File: src/rtl/instr_fetch_unit.sv
// rtl/instr_fetch_unit.sv - multi-cycle instruction fetch unit with PC sequencing and misaligned-target trap
module instr_fetch_unit #(
    parameter logic [31:0] RESET_PC = 32'h0000_0000
) (
    input  logic        clk,
    input  logic        rst,
    output logic        im_req,
    output logic [31:0] im_addr,
    input  logic        im_ready,
    input  logic [31:0] im_rdata,
    output logic [5:0]  opcode,
    output logic [5:0]  funct,
    output logic [31:0] instr,
    output logic        instr_valid,
    input  logic        Jump,
    input  logic        Jr,
    input  logic        Branch,
    input  logic        branch_cond,
    input  logic [31:0] rs_data,
    input  logic        exec_stall,
    output logic [31:0] pc,
    output logic [31:0] pc_plus4,
    output logic        addr_err
);

    typedef enum logic [1:0] {
        FETCH = 2'd0,
        EXEC  = 2'd1,
        ERR   = 2'd2
    } state_t;

    state_t      state;
    state_t      state_n;

    // Low for the first cycle out of reset so the first request starts one edge later
    logic        fetch_en;
    logic [31:0] pc_q;
    logic [31:0] instr_q;
    logic        addr_err_q;

    logic [31:0] next_pc;
    logic [31:0] branch_off;
    logic [31:0] jump_tgt;
    logic        target_misaligned;
    logic        fetch_accept;
    logic        exec_advance;

    assign pc_plus4          = pc_q + 32'd4;
    assign branch_off        = {{14{instr_q[15]}}, instr_q[15:0], 2'b00};
    assign jump_tgt          = {pc_plus4[31:28], instr_q[25:0], 2'b00};
    assign target_misaligned = (next_pc[1:0] != 2'b00);
    assign fetch_accept      = (state == FETCH) && fetch_en && im_ready;
    assign exec_advance      = (state == EXEC) && !exec_stall;

    // Next PC selection: register jump beats absolute jump beats taken branch beats sequential
    always_comb begin
        next_pc = pc_plus4;
        if (Jr) begin
            next_pc = rs_data;
        end else if (Jump) begin
            next_pc = jump_tgt;
        end else if (Branch && branch_cond) begin
            next_pc = pc_plus4 + branch_off;
        end
    end

    // State register
    always_ff @(posedge clk or negedge rst) begin
        if (!rst) begin
            state <= FETCH;
        end else begin
            state <= state_n;
        end
    end

    // Next-state logic; ERR is terminal until reset
    always_comb begin
        state_n = state;
        case (state)
            FETCH: begin
                if (fetch_en && im_ready) begin
                    state_n = EXEC;
                end
            end
            EXEC: begin
                if (!exec_stall) begin
                    state_n = target_misaligned ? ERR : FETCH;
                end
            end
            ERR: begin
                state_n = ERR;
            end
            default: begin
                state_n = FETCH;
            end
        endcase
    end

    // Output decode from state
    always_comb begin
        im_req      = 1'b0;
        instr_valid = 1'b0;
        case (state)
            FETCH:   im_req      = fetch_en;
            EXEC:    instr_valid = 1'b1;
            default: ;
        endcase
    end

    // Datapath registers: instruction capture, PC update and sticky error flag
    always_ff @(posedge clk or negedge rst) begin
        if (!rst) begin
            fetch_en   <= 1'b0;
            pc_q       <= RESET_PC;
            instr_q    <= 32'h0000_0000;
            addr_err_q <= 1'b0;
        end else begin
            fetch_en <= 1'b1;
            if (fetch_accept) begin
                instr_q <= im_rdata;
            end
            if (exec_advance) begin
                if (target_misaligned) begin
                    addr_err_q <= 1'b1;
                end else begin
                    pc_q <= next_pc;
                end
            end
        end
    end

    assign im_addr  = pc_q;
    assign pc       = pc_q;
    assign instr    = instr_q;
    assign opcode   = instr_q[31:26];
    assign funct    = instr_q[5:0];
    assign addr_err = addr_err_q;

endmodule
File: config.mk
export PLATFORM = sky130hd
export DESIGN_NAME = instr_fetch_unit
export DESIGN_NICKNAME = d
export VERILOG_FILES = /design/src/rtl/instr_fetch_unit.sv
export SDC_FILE = /design/constraint.sdc
export NUM_CORES = 1
export LEC_CHECK = 0
export BUFFER_PORTS_ARGS = -buffer_cell sky130_fd_sc_hd__buf_2
export CORE_ASPECT_RATIO = 1.2
export CORE_MARGIN = 2
export CORE_UTILIZATION = 30
export DETAILED_ROUTE_END_ITERATION = 10
export SYNTH_ARGS = -nofsm -noshare
export SYNTH_HDL_FRONTEND = slang
export SYNTH_SLANG_ARGS = --single-unit
File: constraint.sdc
create_clock -name clk -period 8.45 [get_ports clk]
set_clock_uncertainty 0.1 [all_clocks]
set_input_delay 0.4225 -clock clk [delete_from_list [all_inputs] [get_ports clk]]
set_output_delay 0.4225 -clock clk [all_outputs]
set_load 0.05 [all_outputs]
==> results of run 1 <==
## layout by cell type, fill, tap and decap left out, types with 4 or more instances in the layout
| master | count |
|---|---|
| a211oi_1 | 11 |
| a21o_1 | 17 |
| a21oi_1 | 52 |
| a31oi_1 | 10 |
| and2_1 | 4 |
| and3_1 | 8 |
| and4_1 | 4 |
| buf_2 | 213 |
| buf_4 | 6 |
| clkbuf_16 | 9 |
| dfrtp_1 | 68 |
| ha_1 | 36 |
| inv_1 | 12 |
| mux2_2 | 33 |
| nand2_1 | 77 |
| nand3_1 | 26 |
| nand4_1 | 13 |
| nor2_1 | 52 |
| nor2b_1 | 7 |
| nor3_1 | 8 |
| o211ai_1 | 13 |
| o21a_1 | 5 |
| o21ai_0 | 31 |
| o21ai_1 | 9 |
| o21bai_1 | 4 |
| o22ai_1 | 5 |
| xnor2_1 | 29 |
| xor2_1 | 19 |
## layer usage
layer | up-vias | routed length (um)
met2 | 171 | 10000
met4 | 2 | 382
met5 | - | 12
met1 | 2734 | 8280
li1 | 2763 | -
met3 | 26 | 920
## flip-flops by register name, indices dropped and copies added (netlist names)
signal / cells
addr_err: 1
fetch_en: 1
im_addr: 32
instr: 32
state: 2
## logic make-up after synthesis
| logic type | after synthesis |
|---|---|
| multiplexers | 36 |
| other | 1 |
| AND/OR/NAND/NOR | 227 |
| adder cells (fa/ha/maj) | 37 |
| buffers and inverters | 91 |
| flip-flops | 68 |
| XOR/XNOR | 49 |
| AO/OA/AOI/OAI | 184 |
## where the power goes
part | switching, uW | leakage, uW | internal, uW | total [uW]
clock | 154 | 0.000134 | 215 | 369
combinational | 179 | 0.00272 | 64.2 | 243
sequential | 17.8 | 0.000922 | 335 | 353
## Yosys cell counts, types with 4 or more instances
cell type	number	area, um^2
a211oi_1	11	82.6
a21o_1	17	128
a21oi_1	52	260
a31oi_1	10	62.6
and2_1	5	31.3
and3_1	8	50.1
and4_1	4	35.0
buf_4	46	345
clkbuf_1	28	105
dfrtp_1	68	1700
ha_1	36	450
inv_1	12	45.0
mux2_2	33	372
nand2_1	77	289
nand3_1	26	130
nand4_1	13	81.3
nor2_1	52	195
nor2b_1	7	43.8
nor3_1	9	45.0
o211ai_1	13	97.6
o21a_1	5	37.5
o21ai_0	31	155
o21ai_1	9	45.0
o21bai_1	4	30.0
o22ai_1	5	31.3
xnor2_1	29	254
xor2_1	19	166
## metrics by stage
step,util (%),std cells,total power [uW],hold slack [ns]
6_report,36.8,1111,965,0.106
5_1_grt,36.8,1111,1010,0.185
4_1_cts,36.8,1111,980,0.174
3_5_place_dp,35.3,1095,602,0.358
3_3_place_gp,35.3,1095,601,0.351
2_1_floorplan,-,693,538,0.0269
## area by class of cell
| type | count | area share, % |
|---|---|---|
| multi-input cells | 534 | 51.3 |
| inverters | 13 | 0.683 |
| well taps | 261 | 4.57 |
| repair buffers | 219 | 15.6 |
| clock inverters | 5 | 0.508 |
| clock buffers | 11 | 3.54 |
| flip-flops and latches | 68 | 23.8 |
## worst paths after layout
| check | end | slack [ns] | cells after the start |
|---|---|---|---|
| max reg2reg | im_addr[29] | 4.43 | 15 |
| max in group asynchronous | im_addr[10] | 7.47 | 1 |
| min | instr[17] | 0.11 | 1 |
| max | im_addr[29] | 4.43 | 15 |
| min in group clk | instr[22] | 0.21 | 2 |
| min reg2reg | addr_err | 0.38 | 1 |
==> reports/qor.yml, run 1 <==
place:
  post-place-ws_ns: 4.42
  post_dp_cell_area_um2: 6850
  numPortBuffers: 214
  place_congestion: 0.907
  hpwl_um: 14800
global_route:
  gr-usage-met3_pct: 3.90
  met1_usage_pct: 22.5
  grt_antenna_before_repair: 1
  grt_remaining_overflow: 0
  grtUsageTotal_pct: 18.6
  grt_pass1_vias: 5456
  met2_usage_pct: 33.1
  grt_start_max_net_pins: 69
  grt_pass1_wl_um: 30200
  grt.busiest_layer: "met2"
synth:
  synth_xor_area_share_pct: 7.43
  async_flop_share_pct: 100
  synth_fa_ha_area_share_pct: 8.00
  synth_ff_type: "dfrtp_1"
  muxShareOfSynthArea_pct: 6.83
  synthSimpleGateAreaFrac_pct: 19.5
  synth_edf_count: 0
  postSynthAreaPerCell_um2: 8.48
  synthDistinctLibCells: 72
  synth_compound_area_share_pct: 20.4
  syn_area_um2: 5880
  seq_area_frac_synth_pct: 28.9
  ys_ff_latch: 68
  synthCells: 693
  ys_warn_count: 0
  synth_top_family_by_area: "compound AO/OA/AOI/OAI gates"
  synth_nets: 802
route:
  drt_iter0_markers: 228
  first_pass_iters: 5
  detail_route.vias_per_cell: 5.13
  dr_total_vias: 5696
  drc: 0
  wl_um: 19600
  final_antenna_net_count: 0
  wl_per_cell_um: 17.7
sta:
  fin_crit_ns: 4.02
  worst_pin_slew_ns: 0.977
  finalCritPeriodShare_pct: 47.6
  grt_setup_unrepaired: "false"
  final-hold-violation-count: 0
  drv_slew: 0
  setup_slack_ns: 4.43
  setup_violations: 0
  finalSetupTns_ns: 0
  fmax_mhz: 249
  maxSlewHeadroom_pct: 34.9
floorplan:
  die_height_um: 157
  initial_core_util_pct: 30.3
  die_w_um: 132
  dieArea_um2: 20700
  core_um2: 19400
  io_pins: 215
  rows: 56
critical_path:
  crit_start: "im_addr[2]"
  path_cells: "ha_1 -> and4_4 -> and2_1 -> and4_1 -> xor2_1 -> ha_1 -> a21oi_1 -> o21ai_0 -> a2111oi_1 -> o21ai_2 -> a41oi_2 -> o211ai_2 -> a21oi_1 -> a2bb2oi_1 -> nand2_1"
  crit_path_end_kind: "flop"
  critPathArrivalTime_ns: 4.16
  rr_startpoint: "im_addr[2]"
  cp.required_ns: 8.58
  crit_buf_inv: 0
  cp_top_family: "compound AO/OA/AOI/OAI gates"
  crit_path_top_delay_cell: "dfrtp_1"
  max_stage_delay_ns: 0.46
  cp-start-kind: "flop"
  worstPathMaxFanout: 7
  criticalPathCategory: "reg -> reg"
pwr:
  p_per_area_nw_per_um2: 135
  ir_worst_vdd_mv: 0.0976
  p_leak_uw: 0.00377
clock_network:
  cts_tree: "yes"
  cts_hold_buf: 0
  cts_buffers: 9
  root_buffer: "clkbuf_16"
  htree_levels: 3
  cts-resized-gates: 0
  post-cts-setup-buffers: 0
  cts_sinks: 68
  clkSlewWorstSetupHoldPaths_ns: 0.06
  clkLatencyLatePin_ns: 0.34
  cts.path.max_buffers: 2
layout:
  fin_area_um2: 7140
  area_growth_syn_to_layout_pct: 21.5
  drive_above_1_share_pct: 34.6
  seqCellArea_um2: 1700
  multi_input_area_um2: 3660
  num_antenna_cells: 0
  nets: 954
  fillCellCount: 2018
outcome:
  status: "finished, final reports clean"
hold_path:
  hold_path.class: "in -> async"
flow_run:
  drv_cap: 0
Note: power is estimated with default switching activity, not from simulation.
==> run 2: changes to the inputs <==
Clock period 8.45 ns to 4.06 ns, I/O delays scaled along.
==> run 2 against run 1 <==
Against the previous run:
- critical path type unchanged
- critical path depth shrank 1
- clock-buffer cell count grew 2
- largest cell class unchanged
- flip-flop and latch count is the same
- maximum frequency grew 4.5%
- hold slack lost 0.10 ns
- highest routed layer is now met4
==> reports/qor.yml, run 2 (same netlist as run 1, synthesis figures left out) <==
place:
  post_dp_cell_area_um2: 7400
  place_congestion: 0.885
  numPortBuffers: 214
  hpwl_um: 15700
clock_network:
  cts_buffers: 9
  cts_sinks: 68
  cts.path.max_buffers: 2
  post-cts-setup-buffers: 0
  clkSlewWorstSetupHoldPaths_ns: 0.06
  clkLatencyLatePin_ns: 0.35
  htree_levels: 3
  root_buffer: "clkbuf_16"
  cts_tree: "yes"
sta:
  holdWs_ns: 0.00382
  final-hold-violation-count: 0
  finalSetupTns_ns: 0
  setup_violations: 0
  drv_slew: 0
  fin_crit_ns: 3.85
  worst_pin_slew_ns: 0.971
  fmax_mhz: 260
  grt_setup_unrepaired: "false"
  maxSlewHeadroom_pct: 35.3
  finalCritPeriodShare_pct: 94.8
critical_path:
  rr_startpoint: "im_addr[6]"
  cp_top_family: "compound AO/OA/AOI/OAI gates"
  criticalPathCategory: "reg -> reg"
  crit_path_end_kind: "flop"
  max_stage_delay_ns: 0.43
  path_cells: "and3_1 -> nand3_1 -> nor2_1 -> xor2_4 -> ha_1 -> a21o_1 -> a211oi_2 -> nand3_1 -> a31oi_2 -> o21ai_1 -> a31o_2 -> a31oi_1 -> mux2i_1 -> o21a_1"
  rr_endpoint: "im_addr[24]"
  crit_buf_inv: 0
  rr_worst_depth: 14
  worstPathMaxFanout: 6
  cp.required_ns: 4.25
  crit_path_top_delay_cell: "dfrtp_1"
  cp_common_cell: "nand3_1"
  critPathArrivalTime_ns: 4.04
  r2r_slack_ns: 0.21
  cp-start-kind: "flop"
hold_path:
  hold_path_end: "im_addr[27]"
  hold-path-cell-count: 3
  hold_path.class: "in -> reg"
  hp-start: "rs_data[27]"
layout:
  final_cell_mix: "213 x buf_2, 77 x nand2_1, 56 x dfrtp_1"
  nets: 1019
  final_common_cell: "buf_2"
  num_antenna_cells: 0
  area_growth_syn_to_layout_pct: 36.1
  drive_above_1_share_pct: 39.1
  fin_area_um2: 8000
  fillCellCount: 2004
route:
  drt_iter0_markers: 278
  wl_per_cell_um: 17.9
  dr_total_vias: 5972
  final_antenna_net_count: 0
  wl_um: 21100
  detail_route.vias_per_cell: 5.08
  drc: 0
  first_pass_iters: 5
global_route:
  grt_remaining_overflow: 0
  grt_start_max_net_pins: 69
  grt_pass1_wl_um: 32800
  grt_pass1_vias: 5888
  grtUsageTotal_pct: 20.3
  grt_antenna_before_repair: 0
floorplan:
  io_pins: 215
  rows: 56
  die_w_um: 132
  dieArea_um2: 20700
  initial_core_util_pct: 30.3
  core_um2: 19400
  die_height_um: 157
pwr:
  ir_worst_vdd_mv: 0.146
  power_uw: 2080
  p_leak_uw: 0.00419
  p_per_area_nw_per_um2: 259
flow_run:
  drv_cap: 0
outcome:
  status: "finished, final reports clean"
## run 2: cell count changes in the layout (fill, tap and decap cells not counted), moves of 2 or more
cell,before,now
buf_4,6,38
clkbuf_1,0,3
clkinv_2,1,3
clkinvlp_4,3,0
dfrtp_1,68,56
dfrtp_2,0,12
dlygate4sd3_1,0,33
xnor2_1,29,15
xnor2_2,0,9
xnor2_4,0,5
xor2_1,19,12
xor2_4,0,6
## run 2: layer usage
layer  global-route usage [%]  up-vias  routed length (um)  part of all wire (%)
li1                         -     2888                   -                     -
met1                     24.0     2896                8610                    41
met2                     36.9      160               11000                    52
met3                     4.12       28                1020                   4.8
met4                     6.52        0                 455                   2.2
met5                        0        -                   0                     0
## run 2: cell type report
type | instances | area (um^2) | share of cell area (%)
Inverter | 13 | 48.8 | 0.610
Timing Repair Buffer | 284 | 1680 | 21.0
Clock inverter | 3 | 15.0 | 0.188
Tap cell | 261 | 327 | 4.08
Multi-Input combinational cell | 534 | 3960 | 49.5
Clock buffer | 13 | 250 | 3.13
Sequential cell | 68 | 1720 | 21.5
## run 2: repair_timing
item	4_1_cts	5_1_grt
endpoints found under the setup margin	0	4
endpoints found under the hold margin	100	0
resized for setup	0	1
hold buffers	33	0
## run 2: how the worst max path moves through the flow
stage / slack (ns) / depth (start not counted) / end / startpoint
6_report: 0.21 / 14 / im_addr[24] / im_addr[6]
5_1_grt: 0.01 / 15 / im_addr[25] / im_addr[2]
4_1_cts: 0.16 / 15 / im_addr[25] / im_addr[2]
3_5_place_dp: 0.17 / 15 / im_addr[25] / im_addr[2]
3_3_place_gp: 0.24 / 15 / im_addr[25] / im_addr[2]
2_1_floorplan: 0.003 / 15 / im_addr[31] / im_addr[20]
## run 2: stage by stage
step / util (%) / instances / setup slack [ns]
after floorplan: - / 693 / 0.00331
after global placement: 38.1 / 1127 / 0.238
after detailed placement: 38.1 / 1127 / 0.174
after CTS: 41.2 / 1176 / 0.158
after global routing: 41.2 / 1176 / 0.0141
final: 41.2 / 1176 / 0.211
## run 2: worst register-to-register path, cell delays in order (launching register included)
cell and delay (ns):
dfrtp_1 0.43, and3_1 0.24, nand3_1 0.19, nor2_1 0.30
xor2_4 0.20, ha_1 0.32, a21o_1 0.24, a211oi_2 0.23
nand3_1 0.17, a31oi_2 0.32, o21ai_1 0.15, a31o_2 0.31
a31oi_1 0.25, mux2i_1 0.21, o21a_1 0.13
## run 2: where the power goes
part	internal [uW]	switching (uW)	total [uW]	leakage, uW
clock network	429	332	760	0.000133
registers	698	36.5	734	0.000904
logic	184	397	580	0.00315
==> run 3: changes to the inputs <==
Settings changed: CTS_BUF_LIST set to sky130_fd_sc_hd__clkbuf_4.
==> run 3 against run 2 <==
Against the previous run:
- flip-flop and latch count is the same
- cell count grew 2.0%
- combinational power grew 3%
- sequential power is essentially flat
- die area is the same
- cell area grew 0.98%
- highest routed layer unchanged
- setup slack lost 0.010 ns
- sequential share of layout area shrank 0.21 points
- register-to-register slack is essentially flat
- global-route usage grew 0.12 points
- critical path depth grew 1
==> reports/qor.yml, run 3 (same netlist as run 1, synthesis figures left out) <==
layout:
  fin_area_um2: 8080
  nets: 1042
  final_common_cell: "buf_2"
  stdcell_count: 1200
  drive_above_1_share_pct: 38.5
  final_cell_mix: "213 x buf_2, 77 x nand2_1, 56 x dfrtp_1, 56 x dlygate4sd3_1, 52 x a21oi_1"
  area_growth_syn_to_layout_pct: 37.5
route:
  wl_um: 21200
  drc: 0
  dr_total_vias: 6067
  detail_route.vias_per_cell: 5.06
  wl_per_cell_um: 17.7
  final_antenna_net_count: 0
  drt_iter0_markers: 256
  first_pass_iters: 5
sta:
  fmax_mhz: 259
  setup_violations: 0
  finalCritPeriodShare_pct: 95.1
  fin_crit_ns: 3.86
  drv_slew: 0
  finalSetupTns_ns: 0
  maxSlewHeadroom_pct: 36.1
  final-hold-violation-count: 0
  grt_setup_unrepaired: "false"
  worst_pin_slew_ns: 0.959
floorplan:
  io_pins: 215
  core_um2: 19400
  die_w_um: 132
  rows: 56
  initial_core_util_pct: 30.3
  dieArea_um2: 20700
  die_height_um: 157
global_route:
  grtUsageTotal_pct: 20.4
  gr-usage-met3_pct: 3.51
  grt_pass1_vias: 6028
  grt_pass1_wl_um: 33200
  met2_usage_pct: 37.4
  grt_antenna_before_repair: 1
  met1_usage_pct: 24.2
  grt_start_max_net_pins: 69
  grt.busiest_layer: "met2"
  grt_remaining_overflow: 0
place:
  numPortBuffers: 214
  place_congestion: 0.885
  hpwl_um: 15700
  post_dp_cell_area_um2: 7400
  numPlacedInstances: 1127
critical_path:
  critPathArrivalTime_ns: 4.16
  cp.required_ns: 4.36
  cp-start-kind: "flop"
  rr_worst_depth: 15
  worstPathMaxFanout: 7
  crit_path_end_kind: "flop"
  criticalPathCategory: "reg -> reg"
outcome:
  status: "finished, final reports clean"
clock_network:
  clkSlewWorstSetupHoldPaths_ns: 0.13
  clkLatencyLatePin_ns: 0.47
  htree_levels: 3
  cts_sinks: 68
  cts_tree: "yes"
  root_buffer: "clkbuf_4"
  cts.path.max_buffers: 2
  cts_buffers: 9
pwr:
  ir_worst_vdd_mv: 0.117
  p_leak_uw: 0.00422
  p_per_area_nw_per_um2: 217
hold_path:
  hold-path-cell-count: 5
  hold_path.class: "in -> reg"
flow_run:
  drv_cap: 0
run 3: changes by cell type in the layout (fill, tap and decap cells not counted), sizes merged:
cell | before | now
clkinv | 3 | 4
clkbuf | 13 | 12
dlygate4sd3 | 33 | 56
diode | 0 | 1
run 3: timing repair:
action / 4_1_cts / 5_1_grt
gates resized for setup: 0 / 2
hold buffers: 56 / 0
buffers inserted: 0 / 0
hold endpoints to repair: 125 / 0
setup endpoints to repair: 0 / 5
run 3: cell type report:
type | count | area [um^2]
antenna | 1 | 2.50
clock buffer | 12 | 90.1
clock inverter | 4 | 18.8
fill | 1995 | 11300
inverter | 13 | 48.8
multi-input combinational | 534 | 3970
sequential | 68 | 1720
tap | 261 | 327
timing repair buffer | 307 | 1910
run 3: metrics by stage:
| step | hold slack (ns) | setup WS (ns) | power, uW | utilization [%] |
|---|---|---|---|---|
| 2_1_floorplan | -0.193 | 0.00331 | 1140 | - |
| 3_3_place_gp | 0.317 | 0.238 | 1300 | 38.1 |
| 3_5_place_dp | 0.325 | 0.174 | 1310 | 38.1 |
| 4_1_cts | 0.0367 | 0.143 | 1790 | 41.6 |
| 5_1_grt | 0.0876 | 0.00761 | 1850 | 41.6 |
| 6_report | 0.0638 | 0.200 | 1760 | 41.6 |
run 3: where the power goes:
group | total (uW) | internal (uW) | leakage [uW] | switching, uW
combinational | 598 | 198 | 0.00325 | 400
clock | 424 | 142 | 0.0000685 | 282
sequential | 733 | 697 | 0.000904 | 36.3
run 3: final timing paths:
check                                  from     endpoint  slack [ns]
worst max-delay path             im_addr[2]  im_addr[25]        0.20
worst min register to register     addr_err     addr_err        0.38
worst min-delay path            rs_data[16]  im_addr[16]        0.06
max in group asynchronous               rst   im_addr[2]        2.84
min in group asynchronous               rst    instr[15]        0.33
worst max register to register   im_addr[2]  im_addr[25]        0.20
run 3: layer usage:
| layer | up-vias | part of all wire (%) |
|---|---|---|
| met2 | 171 | 53 |
| met5 | - | 0 |
| met1 | 2936 | 41 |
| li1 | 2936 | - |
| met4 | 0 | 2.0 |
| met3 | 24 | 4.6 |
run 3: worst max-delay path, cell delays in order, from the launching register on:
cell	delay, ns
dfrtp_2	0.44
ha_1	0.22
and4_4	0.28
and2_1	0.16
nand2_1	0.13
xnor2_4	0.16
ha_1	0.35
a21oi_1	0.16
o21ai_0	0.19
a2111oi_2	0.45
o21ai_2	0.15
a41oi_2	0.31
o21ai_1	0.14
xnor2_1	0.14
a211o_1	0.30
a21oi_2	0.13
